$ cat config.mk
export PLATFORM = sky130hd
export DESIGN_NAME = div_unit
export DESIGN_NICKNAME = d
export VERILOG_FILES = /design/src/rtl/div_unit.sv
export SDC_FILE = /design/constraint.sdc
export NUM_CORES = 1
export LEC_CHECK = 0
export CAP_MARGIN = 20
export CORE_MARGIN = 10
export CORE_UTILIZATION = 30
export CTS_CLUSTER_SIZE = 10
export DETAILED_ROUTE_END_ITERATION = 10
export PLACE_DENSITY = 0.53
export SKIP_CTS_REPAIR_TIMING = 1
export SYNTH_ARGS = -nofsm -noshare
export SYNTH_HDL_FRONTEND = slang
export SYNTH_SLANG_ARGS = --single-unit
$ cat constraint.sdc
create_clock -name clk_i -period 6.5 [get_ports clk_i]
set_input_delay 1.3 -clock clk_i [delete_from_list [all_inputs] [get_ports clk_i]]
set_output_delay 1.3 -clock clk_i [all_outputs]
set_load 0.01 [all_outputs]
$ cat src/rtl/div_unit.sv
// Radix-2 restoring integer divider for RV32M DIV/DIVU/REM/REMU.
// Produces one quotient bit per cycle and pulses div_valid_o when the result is ready.
module div_unit #(
    parameter int DATA_WIDTH = 32,
    parameter int CNT_WIDTH  = 5
) (
    input  logic                  clk_i,
    input  logic                  rst_i,
    input  logic                  div_start_i,
    input  logic [1:0]            div_op_i,
    input  logic [DATA_WIDTH-1:0] div_dividend_i,
    input  logic [DATA_WIDTH-1:0] div_divisor_i,
    input  logic                  div_flush_i,
    output logic                  div_busy_o,
    output logic                  div_valid_o,
    output logic [DATA_WIDTH-1:0] div_result_o
);

    typedef enum logic [1:0] {
        S_IDLE = 2'd0,
        S_CALC = 2'd1,
        S_DONE = 2'd2
    } state_t;

    localparam logic [CNT_WIDTH-1:0] LAST_CNT = CNT_WIDTH'(DATA_WIDTH - 1);

    state_t                r_state;
    logic                  r_busy;
    logic                  r_valid;
    logic [DATA_WIDTH-1:0] r_result;
    logic [DATA_WIDTH-1:0] r_rem;
    logic [DATA_WIDTH-1:0] r_quot;
    logic [DATA_WIDTH-1:0] r_divisor;
    logic [CNT_WIDTH-1:0]  r_count;
    logic                  r_rem_sel;
    logic                  r_neg_q;
    logic                  r_neg_r;

    // Operand conditioning at start: signed ops work on magnitudes.
    logic                  w_signed;
    logic                  w_a_neg;
    logic                  w_b_neg;
    logic [DATA_WIDTH-1:0] w_a_mag;
    logic [DATA_WIDTH-1:0] w_b_mag;
    logic                  w_div_zero;

    assign w_signed   = ~div_op_i[0];
    assign w_a_neg    = w_signed & div_dividend_i[DATA_WIDTH-1];
    assign w_b_neg    = w_signed & div_divisor_i[DATA_WIDTH-1];
    assign w_a_mag    = w_a_neg ? (DATA_WIDTH'(0) - div_dividend_i) : div_dividend_i;
    assign w_b_mag    = w_b_neg ? (DATA_WIDTH'(0) - div_divisor_i) : div_divisor_i;
    assign w_div_zero = (div_divisor_i == '0);

    // One restoring step: trial-subtract the divisor from the shifted partial remainder.
    logic [DATA_WIDTH:0]   w_shift;
    logic [DATA_WIDTH:0]   w_diff;
    logic                  w_take;
    logic [DATA_WIDTH-1:0] w_rem_next;
    logic [DATA_WIDTH-1:0] w_quot_next;
    logic [DATA_WIDTH-1:0] w_quot_fix;
    logic [DATA_WIDTH-1:0] w_rem_fix;

    assign w_shift     = {r_rem, r_quot[DATA_WIDTH-1]};
    assign w_diff      = w_shift - {1'b0, r_divisor};
    assign w_take      = ~w_diff[DATA_WIDTH];
    assign w_rem_next  = w_take ? w_diff[DATA_WIDTH-1:0] : w_shift[DATA_WIDTH-1:0];
    assign w_quot_next = {r_quot[DATA_WIDTH-2:0], w_take};
    assign w_quot_fix  = r_neg_q ? (DATA_WIDTH'(0) - w_quot_next) : w_quot_next;
    assign w_rem_fix   = r_neg_r ? (DATA_WIDTH'(0) - w_rem_next) : w_rem_next;

    always_ff @(posedge clk_i) begin
        if (rst_i) begin
            r_state   <= S_IDLE;
            r_busy    <= 1'b0;
            r_valid   <= 1'b0;
            r_result  <= '0;
            r_rem     <= '0;
            r_quot    <= '0;
            r_divisor <= '0;
            r_count   <= '0;
            r_rem_sel <= 1'b0;
            r_neg_q   <= 1'b0;
            r_neg_r   <= 1'b0;
        end else if (div_flush_i) begin
            // Abort leaves the last delivered result untouched.
            r_state <= S_IDLE;
            r_busy  <= 1'b0;
            r_valid <= 1'b0;
        end else begin
            case (r_state)
                S_IDLE: begin
                    r_valid <= 1'b0;
                    if (div_start_i) begin
                        r_rem_sel <= div_op_i[1];
                        r_busy    <= 1'b1;
                        if (w_div_zero) begin
                            r_result <= div_op_i[1] ? div_dividend_i : '1;
                            r_valid  <= 1'b1;
                            r_state  <= S_DONE;
                        end else begin
                            r_rem     <= '0;
                            r_quot    <= w_a_mag;
                            r_divisor <= w_b_mag;
                            r_neg_q   <= w_a_neg ^ w_b_neg;
                            r_neg_r   <= w_a_neg;
                            r_count   <= '0;
                            r_state   <= S_CALC;
                        end
                    end
                end
                S_CALC: begin
                    r_rem   <= w_rem_next;
                    r_quot  <= w_quot_next;
                    r_count <= r_count + CNT_WIDTH'(1);
                    if (r_count == LAST_CNT) begin
                        r_result <= r_rem_sel ? w_rem_fix : w_quot_fix;
                        r_valid  <= 1'b1;
                        r_state  <= S_DONE;
                    end
                end
                S_DONE: begin
                    r_valid <= 1'b0;
                    r_busy  <= 1'b0;
                    r_state <= S_IDLE;
                end
                default: begin
                    r_valid <= 1'b0;
                    r_busy  <= 1'b0;
                    r_state <= S_IDLE;
                end
            endcase
        end
    end

    assign div_busy_o   = r_busy;
    assign div_valid_o  = r_valid;
    assign div_result_o = r_result;

endmodule

# Word-level counts from Yosys, hierarchy flattened
# Index checks and enable logic that the tools add are counted.
[totals]
out_inout_bits = 34
regBits = 140
[classes]
muxes = 30
addsub = 6
n_reduce_logical = 10
n_bitwise = 8
n_eq_ne = 6
[op_table]
columns = ["cell", "count"]
rows = [
  ["32-bit two-way mux", 14],
  ["32-bit case mux with 2 select lines", 3],
  ["1-bit by 32-bit subtractor with 32-bit output, first input constant", 4],
  ["33-bit by 32-bit subtractor with 33-bit output", 1],
  ["32-bit zero test", 1],
  ["5-bit two-way mux", 2],
  ["5-bit case mux with 2 select lines", 1],
  ["2-bit != test, second input constant", 4],
  ["4-bit AND reduction", 2],
  ["2-bit two-way mux", 3],
  ["5-bit by 1-bit adder with 5-bit output, second input constant", 1],
  ["5-bit == test, second input constant", 1],
  ["1-bit inverter", 5],
  ["5-bit AND reduction", 1],
  ["1-bit two-way mux", 4],
  ["1-bit case mux with 2 select lines", 2],
  ["2-bit case mux with 2 select lines", 1],
  ["2-bit AND reduction", 2],
  ["3-bit AND reduction", 1],
  ["1-bit AND", 2],
  ["2-bit by 1-bit == test with 1-bit output, second input constant", 1],
  ["2-bit zero test", 1],
  ["2-bit nonzero test", 1],
  ["2-bit OR reduction", 1],
  ["1-bit bitwise XOR", 1],
]

# Longest topological paths before layout
[depth]
word_depth = 7
ltp_mapped = 23
ltp_nobuf = 20

# Least setup slack after synthesis
# OpenSTA, ideal clock, no wires.
[synth_path]
path_type = "register to register"
startpoint = "reg r_quot[31]"
endpoint = "reg r_result[26], in the netlist div_result_o[26]"
t_arrival_ns = 4.810
setup_slack_ns = 1.560
t_required_ns = 6.370
stages_incl_launch_ff = 23
path_buffers = 3
cell_sequence = "dfxtp_1 inv_1 ha_1 fa_1 nand2b_1 a211oi_4 o211ai_2 o211ai_4 o21ai_4 xnor2_4 inv_2 buf_2 buf_2 buf_1 ha_1 nand3_1 or3_1 or4_1 o41ai_1 xor2_1 nor2_1 a31oi_1 o211ai_1"
[synth_between]
elab_chain_len = 7
word_cells_on_any_way = 10
[synth_lines]
columns = ["element", "line_no", "rtl"]
rows = [
  ["start, declared", "32", "logic [DATA_WIDTH-1:0] r_quot;"],
  ["start signal, assigned", "102", "r_quot <= w_a_mag;"],
  ["start signal, assigned", "113", "r_quot <= w_quot_next;"],
  ["33-bit by 32-bit subtractor with 33-bit output", "64", "assign w_diff = w_shift - {1'b0, r_divisor};"],
  ["32-bit two-way mux / 1-bit inverter (equally long branches)", "66, 65", ""],
  ["1-bit by 32-bit subtractor with 32-bit output (on tied branches)", "69, 68", ""],
  ["32-bit two-way mux (on tied branches)", "69, 68", ""],
  ["32-bit two-way mux *", "116", "r_result <= r_rem_sel ? w_rem_fix : w_quot_fix;"],
  ["32-bit two-way mux *", "115", "if (r_count == LAST_CNT) begin"],
  ["32-bit case mux with 2 select lines *", "90", "case (r_state)"],
  ["end signal, assigned", "97", "r_result <= div_op_i[1] ? div_dividend_i : '1;"],
  ["end signal, assigned", "116", ""],
  ["end, declared", "30", "logic [DATA_WIDTH-1:0] r_result;"],
]
# Every way passes the cells marked *; elsewhere a longest branch is shown, timed or not. The select of a mux whose other input is x is not followed.
# A chain may end at the register's enable or synchronous reset.

# Final worst setup path
[layout_path]
startpoint = "in div_divisor_i[23]"
endpoint = "reg r_result[28], in the netlist div_result_o[28]"
[layout_between]
elab_chain_len = 3
[layout_lines]
columns = ["element", "line_no", "rtl"]
rows = [
  ["start, declared", "12", "input logic [DATA_WIDTH-1:0] div_divisor_i,"],
  ["32-bit zero test", "52", "assign w_div_zero = (div_divisor_i == '0);"],
  ["2-bit != test (no source line)", "--", ""],
  ["5-bit AND reduction (no source line)", "--", ""],
]
# Every way passes these cells.

==> tab_implementation.tex <==
\begin{tabular}{lr}
\hline
Metric & Value \\
\hline
\multicolumn{2}{l}{\textbf{Synthesis}} \\
\quad Cell area after synthesis & roughly 11,000 um\^{}2 \\
\quad Sequential share of the synthesized area & around 25\% \\
\quad Count of mapped cells out of synthesis & between 1,500 and 2,000 \\
\quad Synth Register Bits & 140 \\
\quad Commonest register cell after synthesis & sky130\_fd\_sc\_hd\_\_dfxtp\_1 \\
\quad Net Count, Synth & about 1,600 \\
\quad Number of warnings issued by yosys & 0 \\
\quad Async set or reset register ratio after synthesis & 0\% \\
\quad Number of library cell types mapped by synthesis & 87 \\
\quad Syn Area/Cell & approximately 7.3 um\^{}2 \\
\quad Number of enable-type register cells in the synthesized netlist & 0 \\
\multicolumn{2}{l}{\textbf{STA}} \\
\quad Achievable clock frequency & 190 MHz \\
\quad Accumulated negative setup slack & 0 ns \\
\quad Pins over their slew limit & 0 \\
\quad Unrepaired setup endpoints after global routing & no \\
\quad Slew Limit Headroom & between 20\% and 30\% \\
\quad Period Utilization, post-route & roughly four fifths \\
\quad Final Hold Fails & 0 \\
\quad Final worst-path setup slack & between 1 and 1.5 ns \\
\quad Clock skew & roughly 0.016 ns \\
\quad Slew at the pin closest to its max-slew limit & approximately 1.1 ns \\
\quad Final number of setup-violating endpoints & 0 \\
\quad Post-route minimum period & roughly 5.3 ns \\
\multicolumn{2}{l}{\textbf{Critical path}} \\
\quad Critical Path End & div\_result\_o[28] \\
\quad Minimum setup slack among reg-to-reg paths & 1.45 ns \\
\quad Reg2reg path depth & 19 \\
\quad Ordered list of cells on the worst path & clkdlybuf4s50\_1 -> or4\_1 -> nor4\_1 -> nand4\_1 -> nor3\_2 -> o21a\_1 -> buf\_4 -> nand2\_1 -> inv\_1 -> o21ai\_0 -> a21oi\_1 -> o21ai\_0 -> o21ai\_1 \\
\quad Worst R2R End & div\_result\_o[26] \\
\quad Startpoint class of the critical path & input port \\
\quad Class of the most critical setup path & input port to register \\
\quad Category of cells accounting for the largest share of critical-path delay & simple AND/OR/NAND/NOR gates \\
\quad Sum of buffers and inverters on the critical path & 3 \\
\quad Critical register-to-register path startpoint & r\_quot[31] \\
\quad Worst Setup SP & div\_divisor\_i[23] \\
\quad Delay of the slowest cell on the worst path & approximately 0.63 ns \\
\quad Critical path capture point type & register \\
\quad Cell with the most instances on the worst path & sky130\_fd\_sc\_hd\_\_o21ai\_0 \\
\quad Top fanout value on the critical path & 23 \\
\quad Cell type of the slowest stage on the worst timing path & sky130\_fd\_sc\_hd\_\_or4\_1 \\
\quad CP Depth & 13 \\
\quad Signal arrival time at the worst endpoint & between 5 and 6 ns \\
\quad Data required time of the worst path & $\sim$7 ns \\
\multicolumn{2}{l}{\textbf{Placement}} \\
\quad Number of input and output port buffers inserted & $\sim$100 \\
\quad Routability Congestion & a little over 0.9 \\
\quad Cell area reported after detailed placement & 12,600 um\^{}2 \\
\quad Worst setup slack after placement & 0.893 ns \\
\quad Detailed placer's ending HPWL & 31,500 um \\
\multicolumn{2}{l}{\textbf{Run status}} \\
\quad Run status & finished clean \\
\multicolumn{2}{l}{\textbf{Floorplan}} \\
\quad Floorplan die area & 45,100 um\^{}2 \\
\quad Vertical die dimension & around 210 um \\
\quad Area of the placeable core & about 37,000 um\^{}2 \\
\quad Count of standard-cell rows & 70 \\
\quad Width of the chip & around 210 um \\
\quad Starting Density & between 30\% and 40\% \\
\quad Number of ports placed on the die boundary & around 100 \\
\multicolumn{2}{l}{\textbf{Finish}} \\
\quad Fillers & roughly 3,800 \\
\quad Area of the multi-input gates & approximately 7700 um\^{}2 \\
\quad Number of nets in the final layout & around 1,700 \\
\quad N\_diodes & 0 \\
\quad Most common cell after layout, fill and taps aside & sky130\_fd\_sc\_hd\_\_nor2\_1 \\
\quad Share of post-route cells with drive strength above 1 & approximately 5.7\% \\
\quad Signed area change from the synthesized netlist to the final layout & 18.5\% \\
\quad Total non-filler cell area in the finished layout & between 10,000 and 15,000 um\^{}2 \\
\quad Highest-count cells in the layout ignoring fill and taps & 213 x sky130\_fd\_sc\_hd\_\_nor2\_1, 150 x sky130\_fd\_sc\_hd\_\_nand2\_1, 140 x sky130\_fd\_sc\_hd\_\_dfxtp\_1, 127 x sky130\_fd\_sc\_hd\_\_a21oi\_1, 102 x sky130\_fd\_sc\_hd\_\_clkdlybuf4s50\_1 \\
\quad Register cell area after layout & around 2800 um\^{}2 \\
\multicolumn{2}{l}{\textbf{Power and ir drop}} \\
\quad Leakage Power & 4.88 nW \\
\quad Maximum resistive drop on vdd & 0.145 mV \\
\quad Power density over the cells & just under 200 nW/um\^{}2 \\
\multicolumn{2}{l}{\textbf{Worst hold path}} \\
\quad Tightest Hold Check Type & register to register \\
\multicolumn{2}{l}{\textbf{GRT}} \\
\quad Overflow left after global routing & 0 \\
\quad Total track usage & 17.9\% \\
\quad Initial antenna violation count & 0 \\
\quad Number of global-route vias before repair & approximately 11,000 \\
\quad Global-route wire length before repair & about 64,000 um \\
\quad Maximum number of pins on one net before global-route repair & between 60 and 70 \\
\multicolumn{2}{l}{\textbf{Clock network}} \\
\quad CTS H-tree depth & 4 \\
\quad Buffer type at the clock tree root & sky130\_fd\_sc\_hd\_\_clkbuf\_16 \\
\quad Clock Sink Count & 140 \\
\quad CTS clock-pin slew for the worst setup and hold paths & $\sim$0.070 ns \\
\quad Clock buffers created by TritonCTS & 17 \\
\quad TritonCTS clock tree & yes \\
\quad Latest clock arrival within the worst-skew pair & between 0.4 and 0.5 ns \\
\quad Clock buffer depth & 2 \\
\multicolumn{2}{l}{\textbf{Route}} \\
\quad Vias post-DR & roughly 11,000 \\
\quad Wire length after detailed routing & 41,200 um \\
\quad DR DRC count & 0 \\
\quad Routed wirelength normalized by instance count & between 20 and 25 um \\
\quad Iteration-0 DRC count of the detailed router & around 1,000 \\
\quad Vias/cell & approximately 5.6 \\
\quad Count of nets left with antenna violations after detail routing & 0 \\
\quad DR pass1 iterations & 7 \\
\multicolumn{2}{l}{\textbf{Run}} \\
\quad MaxCap Viol Count & 0 \\
\hline
\end{tabular}
[layer usage]
layer  GRT usage [%]  wire length (um)
met5               0                 0
met4            4.55               726
met3            3.11              2350
met2            26.8             17800
met1            25.9             20300
[report_power, final]
| group | switching [mW] | internal (mW) | total [mW] |
|---|---|---|---|
| clock | 0.390 | 0.646 | 1.04 |
| combinational | 0.372 | 0.221 | 0.593 |
| sequential | 0.0313 | 0.889 | 0.920 |
[tightest hold or removal path: stages (launching register included)]
cell and delay (ns):
sky130_fd_sc_hd__dfxtp_1 0.30, sky130_fd_sc_hd__nand2_1 0.06, sky130_fd_sc_hd__a21oi_1 0.05
[cells by family after synthesis]
group | after synthesis | share of synthesized area, %
and+or+nand+nor | 563 | 23.5
AOI/OAI and AO/OA | 472 | 28.7
buffers and inverters | 152 | 5.30
DFF | 140 | 25.2
xor gates and xnor gates | 126 | 10.1
adders and majority gates | 39 | 4.46
muxes | 29 | 2.70
[metrics by stage]
step | power (mW) | instances | util, % | hold slack, ns
2_1_floorplan | 1.32 | 1521 | - | 0.432
3_3_place_gp | 1.52 | 2022 | 34.3 | 0.440
3_5_place_dp | 1.52 | 2023 | 34.4 | 0.453
4_1_cts | 2.56 | 2052 | 36.0 | 0.460
5_1_grt | 2.67 | 2052 | 36.0 | 0.474
6_report | 2.55 | 2052 | 36.0 | 0.458
[state kept, by name (all words and copies together) (netlist names)]
register and count:
div_busy_o 1, div_result_o 32, div_valid_o 1, r_count 5
r_divisor 32, r_neg_q 1, r_neg_r 1, r_quot 32
r_rem 32, r_rem_sel 1, r_state 2
[Yosys cell counts (20+ instances only)]
master                     instances  area share (%)
sky130_fd_sc_hd__nor2_1          215             7.3
sky130_fd_sc_hd__nand2_1         150             5.1
sky130_fd_sc_hd__dfxtp_1         140              25
sky130_fd_sc_hd__a21oi_1         127             5.7
sky130_fd_sc_hd__o21ai_0          79             3.6
sky130_fd_sc_hd__xnor2_1          74             5.8
sky130_fd_sc_hd__clkbuf_1         67             2.3
sky130_fd_sc_hd__inv_1            61             2.1
sky130_fd_sc_hd__xor2_1           51             4.0
sky130_fd_sc_hd__a211oi_1         49             3.3
sky130_fd_sc_hd__ha_1             38             4.3
sky130_fd_sc_hd__nor3_1           37             1.7
sky130_fd_sc_hd__o211ai_1         29             2.0
sky130_fd_sc_hd__nand3_1          26             1.2
sky130_fd_sc_hd__a22oi_1          22             1.5
sky130_fd_sc_hd__mux2i_1          21             1.9
sky130_fd_sc_hd__or3_1            21             1.2
sky130_fd_sc_hd__nor4_1           20             1.1
[how the worst min path moves through the flow]
stage                                 end       startpoint  slack (ns)  cells after the start
final                       r_divisor[22]    r_divisor[22]        0.46                      2
after global routing      div_result_o[2]  div_result_o[2]        0.47                      2
after CTS                   r_divisor[18]    r_divisor[18]        0.46                      2
after detailed placement  div_result_o[2]  div_result_o[2]        0.45                      2
after global placement      r_divisor[18]    r_divisor[18]        0.44                      2
after floorplan             r_divisor[18]    r_divisor[18]        0.43                      2
[cell type report]
type,count,area share [%]
clock inverter,7,1.07
tap,468,4.45
inverter,62,1.77
timing repair buffer,124,9.16
multi-input combinational,1229,58.8
clock buffer,22,3.45
sequential,140,21.3
(Power assumes the default switching activity.)
